## config.mk

```make
export PLATFORM = sky130hd
export DESIGN_NAME = enemy_fleet_controller
export DESIGN_NICKNAME = d
export VERILOG_FILES = /design/src/rtl/enemy_fleet_controller.sv
export SDC_FILE = /design/constraint.sdc
export NUM_CORES = 1
export LEC_CHECK = 0
export ABC_CLOCK_PERIOD_IN_PS = 5600
export CAP_MARGIN = 20
export CORE_ASPECT_RATIO = 1.25
export CORE_UTILIZATION = 39
export DETAILED_ROUTE_END_ITERATION = 7
export GPL_ROUTABILITY_DRIVEN = 0
export GPL_TIMING_DRIVEN = 0
export SLEW_MARGIN = 20
export SYNTH_ARGS = -nofsm -noshare
export SYNTH_HDL_FRONTEND = slang
export SYNTH_SLANG_ARGS = --single-unit
```

## constraint.sdc

```tcl
create_clock -name clk -period 5.6 [get_ports clk]
set_input_delay 0.56 -clock clk [delete_from_list [all_inputs] [get_ports clk]]
set_output_delay 0.56 -clock clk [all_outputs]
set_load 0.02 [all_outputs]
```

## src/rtl/enemy_fleet_controller.sv

```systemverilog
// Wave controller for the enemy fleet: spawn hold, lateral march with edge
// bounce and step-down, kill-driven speed-up, wave clear and game-over.
module enemy_fleet_controller #(
  parameter int NUM_ENEMIES  = 8,
  parameter int BASE_SPEED   = 64,
  parameter int SPEED_STEP   = 16,
  parameter int MAX_SPEED    = 256,
  parameter int SPAWN_FRAMES = 60,
  parameter int CLEAR_FRAMES = 90
) (
  input  logic                    clk,
  input  logic                    resetN,
  input  logic                    startOfFrame,
  input  logic                    hitValid,
  input  logic [3:0]              hitIndex,
  input  logic                    leftEdge,
  input  logic                    rightEdge,
  input  logic                    bottomReached,
  output logic [NUM_ENEMIES-1:0]  aliveMask,
  output logic signed [10:0]      xSpeed,
  output logic                    stepDown,
  output logic                    moveEnable,
  output logic [3:0]              waveNum,
  output logic                    gameOver
);

  typedef enum logic [1:0] {SPAWN, RUN, CLEARED, OVER} state_t;

  state_t                 state, state_nx;
  logic [NUM_ENEMIES-1:0] alive_nx;
  logic                   dir_left, dir_left_nx;
  logic [10:0]            speed, speed_nx;
  logic [4:0]             kills, kills_nx;
  logic [15:0]            frame_cnt, frame_cnt_nx;
  logic [3:0]             wave_nx;
  logic                   step_nx;
  logic [15:0]            mask16, hit_bit;
  logic                   hit_ok;

  function automatic logic [10:0] speed_for(input logic [4:0] k);
    int s;
    s = BASE_SPEED + SPEED_STEP * int'(k);
    if (s > MAX_SPEED) s = MAX_SPEED;
    return 11'(s);
  endfunction

  // Widen the mask to the full 4-bit index range so out-of-range slots read as dead.
  assign mask16  = 16'(aliveMask);
  assign hit_bit = 16'(1) << hitIndex;
  assign hit_ok  = hitValid && (int'(hitIndex) < NUM_ENEMIES) && mask16[hitIndex];

  always_comb begin
    // NOTE: every signal gets a default first so no path can infer a latch.
    state_nx     = state;
    alive_nx     = aliveMask;
    dir_left_nx  = dir_left;
    speed_nx     = speed;
    kills_nx     = kills;
    frame_cnt_nx = frame_cnt;
    wave_nx      = waveNum;
    step_nx      = 1'b0;

    unique case (state)
      SPAWN: begin
        if (startOfFrame) begin
          if (frame_cnt == 16'(SPAWN_FRAMES - 1)) begin
            state_nx     = RUN;
            frame_cnt_nx = '0;
          end else begin
            frame_cnt_nx = frame_cnt + 16'd1;
          end
        end
      end

      RUN: begin
        if (startOfFrame && bottomReached) begin
          state_nx = OVER;
        end else begin
          if (hit_ok) begin
            alive_nx = aliveMask & ~hit_bit[NUM_ENEMIES-1:0];
            kills_nx = kills + 5'd1;
            speed_nx = speed_for(kills_nx);
          end
          if (startOfFrame && ((!dir_left && rightEdge) || (dir_left && leftEdge))) begin
            dir_left_nx = ~dir_left;
            step_nx     = 1'b1;
          end
          // The last kill ends the wave; a coincident bounce no longer steps down.
          if (alive_nx == '0) begin
            state_nx = CLEARED;
            step_nx  = 1'b0;
          end
        end
      end

      CLEARED: begin
        if (startOfFrame) begin
          if (frame_cnt == 16'(CLEAR_FRAMES - 1)) begin
            state_nx     = SPAWN;
            frame_cnt_nx = '0;
            wave_nx      = waveNum + 4'd1;
            alive_nx     = '1;
            dir_left_nx  = 1'b0;
            speed_nx     = 11'(BASE_SPEED);
            kills_nx     = '0;
          end else begin
            frame_cnt_nx = frame_cnt + 16'd1;
          end
        end
      end

      OVER: ;

      default: state_nx = SPAWN;
    endcase
  end

  always_ff @(posedge clk or negedge resetN) begin
    if (!resetN) begin
      state     <= SPAWN;
      aliveMask <= '1;
      dir_left  <= 1'b0;
      speed     <= 11'(BASE_SPEED);
      kills     <= '0;
      frame_cnt <= '0;
      waveNum   <= '0;
      stepDown  <= 1'b0;
    end else begin
      // NOTE: non-blocking updates so every register samples pre-edge values.
      state     <= state_nx;
      aliveMask <= alive_nx;
      dir_left  <= dir_left_nx;
      speed     <= speed_nx;
      kills     <= kills_nx;
      frame_cnt <= frame_cnt_nx;
      waveNum   <= wave_nx;
      stepDown  <= step_nx;
    end
  end

  assign moveEnable = (state == RUN);
  assign gameOver   = (state == OVER);

  always_comb begin
    xSpeed = '0;
    if (state == RUN) xSpeed = dir_left ? -$signed(speed) : $signed(speed);
  end

endmodule

```

==> summary by stage <==
Status
The flow ran to the end, and the final reports show no timing, DRC or antenna violations.

Synthesis
The most common flop cell mapped by yosys is sky130_fd_sc_hd__dfrtp_1. The netlist uses 62 different library cells. The count of warnings emitted by yosys is 0. Ranked by total cell area, the synthesized netlist is headed by sky130_fd_sc_hd__dfrtp_1 32%, sky130_fd_sc_hd__dfstp_2 8.8%, sky130_fd_sc_hd__ha_1 5.6%. In the synthesized netlist the async set-or-reset flop fraction comes to 1.00. After synthesis the cells add up to 2680 µm². Dividing the synthesized area by the synthesized cell count gives 10.1 µm². The gate count after technology mapping is 267.

Of the post-synthesis cell area, the dominant cell type holds 0.317. The top cell type by total area after synthesis is sky130_fd_sc_hd__dfrtp_1. Counting flops and latches in the post-synthesis netlist gives 43. The sequential share of the synthesized area is 0.405.

Yosys mapped a number of flops with a built-in enable equal to 0.

Clock network
The clock net in this run drives a total of 43 sinks. The count of instances resized after the clock tree is built is 0. The clock latency on the worst-skew pair is 0.29 ns.

The number of buffers inserted during clock tree synthesis is 5. The post-CTS repair timing setup buffer count is 0. The CTS tree is done. The clock passes through at most 2 buffers. The tree is rooted in a sky130_fd_sc_hd__clkbuf_8.

Hold repair after CTS inserted 0 buffers. The H-tree was split into 2 levels. After clock tree synthesis, the clock-pin slew on the worst setup and hold paths is 0.08 ns.

Placement
Buffers placed on the I/O ports in this run total 29. The total half-perimeter wirelength after legalization and detailed placement is 3990 µm. Prior to clock tree synthesis, the placed netlist has a worst setup slack of 3.10 ns.

Timing
The setup TNS after final layout is 0 ns. The share of the clock period used by the worst path is 0.497. The timing-limited maximum frequency is 359 MHz. Setup violations remaining at the end of the flow were counted as 0. The post-route minimum period is 2.78 ns. On the final layout, the worst clock skew is 0.0117 ns. Hold timing on the final database bottoms out at a slack of 0.202 ns. Setup slack on the critical path of the routed design comes to 2.82 ns. The number of max-slew violations in the final report is 0. Setup repair after global routing left no endpoint under its margin. The number of endpoints with negative hold slack in the final report is 0.

Power and ir drop
The final total power is 747 µW. IR analysis of the VDD net gives a maximum drop of 0.152 mV. For this design the ratio of total power to cell area is 232 nW/µm². The leakage component of the power is 0.00147 µW.

Critical path
The kind of launch point of the worst setup path is a register. The critical path crosses 5 cells after its start point. The setup path with the least slack is of type register to primary output. STA puts the critical path data required time at 5.04 ns.

The slowest stage of the critical path belongs to the cell sky130_fd_sc_hd__clkdlybuf4s50_1. At the worst endpoint, the arrival time is 2.22 ns. The kind of cell with the highest combined delay on the critical path is buffers and inverters. The largest single stage delay on the critical path is 0.61 ns. The critical path endpoint category is a primary output.

The largest fanout of any net on the critical path is 9. The worst register-to-register path has a depth of 8. Walking the worst path, the cells encountered are inv_1 -> ha_1 -> clkinv_1 -> nor2_1 -> clkdlybuf4s50_1. The sum of buffers and inverters on the critical path is 3.

Global route
The global routing usage on met1 is 0.206. The global routing stage identified its most utilized layer as met2. The overflow left after global routing is 0.

The number of global-route vias before repair is 2,031. The routing usage on met3 is 0.0319. The first global-routing pass estimated 9400 µm of wire. The routing usage on met2 is 0.279. The initial antenna violation count is 0.

In the global route stage, overall resource usage came out at 0.163. The maximum number of pins on one net before global-route repair is 27.

Die
For this configuration, the core starts out at a cell density of 0.406. The floorplan step defined a die boundary enclosing 7220 µm². The die is 76.2 µm wide. The placeable core area is 6610 µm². The number of rows created at floorplan is 33.

The die is 94.7 µm tall. During I/O placement, the number of pins put on the boundary was 37.

Route
The final route contains 2,044 vias. The detail route stage leaves a number of antenna-violating nets equal to 0. The first TritonRoute pass finished after 4 iterations. The initial DRC count is 95. The via count normalized by instance count is 5.17. The detailed-route wire length per cell is 13.5 µm. The final layout contains routed wiring with a total length of 5340 µm. The total DRC errors in the routed layout is 0.

Layout
The area added between synthesis and finish is 19.8%. Summing all multi-input logic gate instances after layout gives 1470 µm². The diode insertion count for antenna repair is 0. The share of cells above drive strength 1 is 0.175. For this run, the post-layout net count is 330. In the final layout, flip-flops and latches occupy 1090 µm².

The count of filler cells inserted in the layout is 609.

Hold path
The tightest min-delay check is of the input port to asynchronous set/reset pin type.

Flow run
Across the run, the number of max-cap violations was 0.
stage by stage:
| stage | cell area (µm²) | cells | util |
|---|---|---|---|
| finish | 3220 | 395 | 0.487 |
| global route | 3220 | 395 | 0.487 |
| CTS | 3220 | 395 | 0.487 |
| detailed placement | 3110 | 387 | 0.471 |
| global placement | 3090 | 386 | 0.468 |
| floorplan | 2700 | 270 | - |
layout make-up:
type                            instances  share of cell area
Multi-Input combinational cell        203               0.458
Buffer                                 12              0.0276
Clock buffer                            7              0.0237
Sequential cell                        43               0.338
Tap cell                               87              0.0339
Clock inverter                          1             0.00934
Timing Repair Buffer                   30              0.0949
Inverter                               12              0.0140
logic make-up (layout without fill, tap and decap cells):
| group | after synthesis | in the layout | share of synthesized area |
|---|---|---|---|
| AO/OA/AOI/OAI | 51 | 51 | 0.146 |
| XOR/XNOR | 20 | 20 | 0.0709 |
| adder cells (fa/ha/maj) | 12 | 12 | 0.0559 |
| buffers and inverters | 24 | 62 | 0.0499 |
| flip-flops | 43 | 43 | 0.405 |
| multiplexers | 10 | 10 | 0.0541 |
| other | 1 | 4 | 0.00140 |
| AND/OR/NAND/NOR | 106 | 106 | 0.217 |
final timing paths:
path | start | endpoint | slack, ns
max | state[1]$_DFFE_PN0P_ | xSpeed[5] | 2.82
min | resetN | frame_cnt[15]$_DFFE_PN0P_ | 0.20
max reg2reg | state[0]$_DFFE_PN0P_ | frame_cnt[0]$_DFFE_PN0P_ | 3.27
min reg2reg | waveNum[3]$_DFFE_PN0P_ | waveNum[3]$_DFFE_PN0P_ | 0.48
max in group asynchronous | resetN | aliveMask[5]$_DFFE_PN1P_ | 4.84
min in group clk | waveNum[3]$_DFFE_PN0P_ | waveNum[3]$_DFFE_PN0P_ | 0.48
flip-flops by register name, summed over array words and instances, names as in the netlist:
register and cells:
dir_left 1, stepDown 1, state 2, frame_cnt 16, waveNum 4, kills 5
speed 6, aliveMask 8
worst reg2reg max path, delay by kind of cell, from the launching register on:
family,cells,cell delay (ns)
flip-flops,1,0.40
adder cells (fa/ha/maj),1,0.21
multiplexers,1,0.30
buffers and inverters,2,0.34
AND/OR/NAND/NOR,3,0.51
AO/OA/AOI/OAI,1,0.46
synthesized netlist by cell type, types with 8 or more instances:
master                    number
sky130_fd_sc_hd__nand4_1       9
sky130_fd_sc_hd__nor2_1       20
sky130_fd_sc_hd__ha_1         12
sky130_fd_sc_hd__nand3_1       8
sky130_fd_sc_hd__dfrtp_1      34
sky130_fd_sc_hd__inv_1        11
sky130_fd_sc_hd__dfstp_2       9
sky130_fd_sc_hd__nand2_1      27
sky130_fd_sc_hd__xnor2_1      11
sky130_fd_sc_hd__o21ai_0      13
sky130_fd_sc_hd__xor2_1        8
layer usage:
metal	wire length (µm)	vias to the layer above	part of all wire
met5	0	-	0
met4	67	0	0.013
met3	148	6	0.028
met2	2660	32	0.50
met1	2460	981	0.46
li1	-	1025	-
power by group:
group	internal [µW]	leakage, µW	total (µW)	switching [µW]
combinational	71.6	0.000868	146	74.0
clock	134	0.0000524	236	102
sequential	336	0.000549	366	29.9
total	541	0.00147	747	206
layout by cell type, fill, tap and decap left out, types with 2 or more instances in the layout:
master / count
sky130_fd_sc_hd__nor2b_1: 5
sky130_fd_sc_hd__nand2_1: 27
sky130_fd_sc_hd__and3_1: 5
sky130_fd_sc_hd__nor2_1: 20
sky130_fd_sc_hd__and2_1: 4
sky130_fd_sc_hd__nand4_1: 9
sky130_fd_sc_hd__a22o_2: 3
sky130_fd_sc_hd__mux4_2: 2
sky130_fd_sc_hd__buf_2: 3
sky130_fd_sc_hd__a32o_1: 2
sky130_fd_sc_hd__clkbuf_8: 5
sky130_fd_sc_hd__ha_1: 12
sky130_fd_sc_hd__clkdlybuf4s50_1: 28
sky130_fd_sc_hd__o21a_1: 2
sky130_fd_sc_hd__a211oi_1: 3
sky130_fd_sc_hd__buf_6: 3
sky130_fd_sc_hd__o21ai_0: 13
sky130_fd_sc_hd__a21o_1: 4
sky130_fd_sc_hd__mux2_4: 3
sky130_fd_sc_hd__o31ai_1: 4
sky130_fd_sc_hd__dfstp_2: 9
sky130_fd_sc_hd__nand3_2: 3
sky130_fd_sc_hd__nor3b_1: 5
sky130_fd_sc_hd__a21oi_1: 3
sky130_fd_sc_hd__inv_1: 11
sky130_fd_sc_hd__a22o_1: 4
sky130_fd_sc_hd__xor2_1: 8
sky130_fd_sc_hd__xnor2_1: 11
sky130_fd_sc_hd__o2111ai_1: 2
sky130_fd_sc_hd__dfrtp_1: 34
sky130_fd_sc_hd__nor4_2: 2
sky130_fd_sc_hd__mux2_2: 4
sky130_fd_sc_hd__nor3_1: 5
sky130_fd_sc_hd__buf_4: 5
sky130_fd_sc_hd__conb_1: 4
sky130_fd_sc_hd__nand3_1: 8
sky130_fd_sc_hd__clkbuf_1: 4
Power figures use the tool's default switching activity.
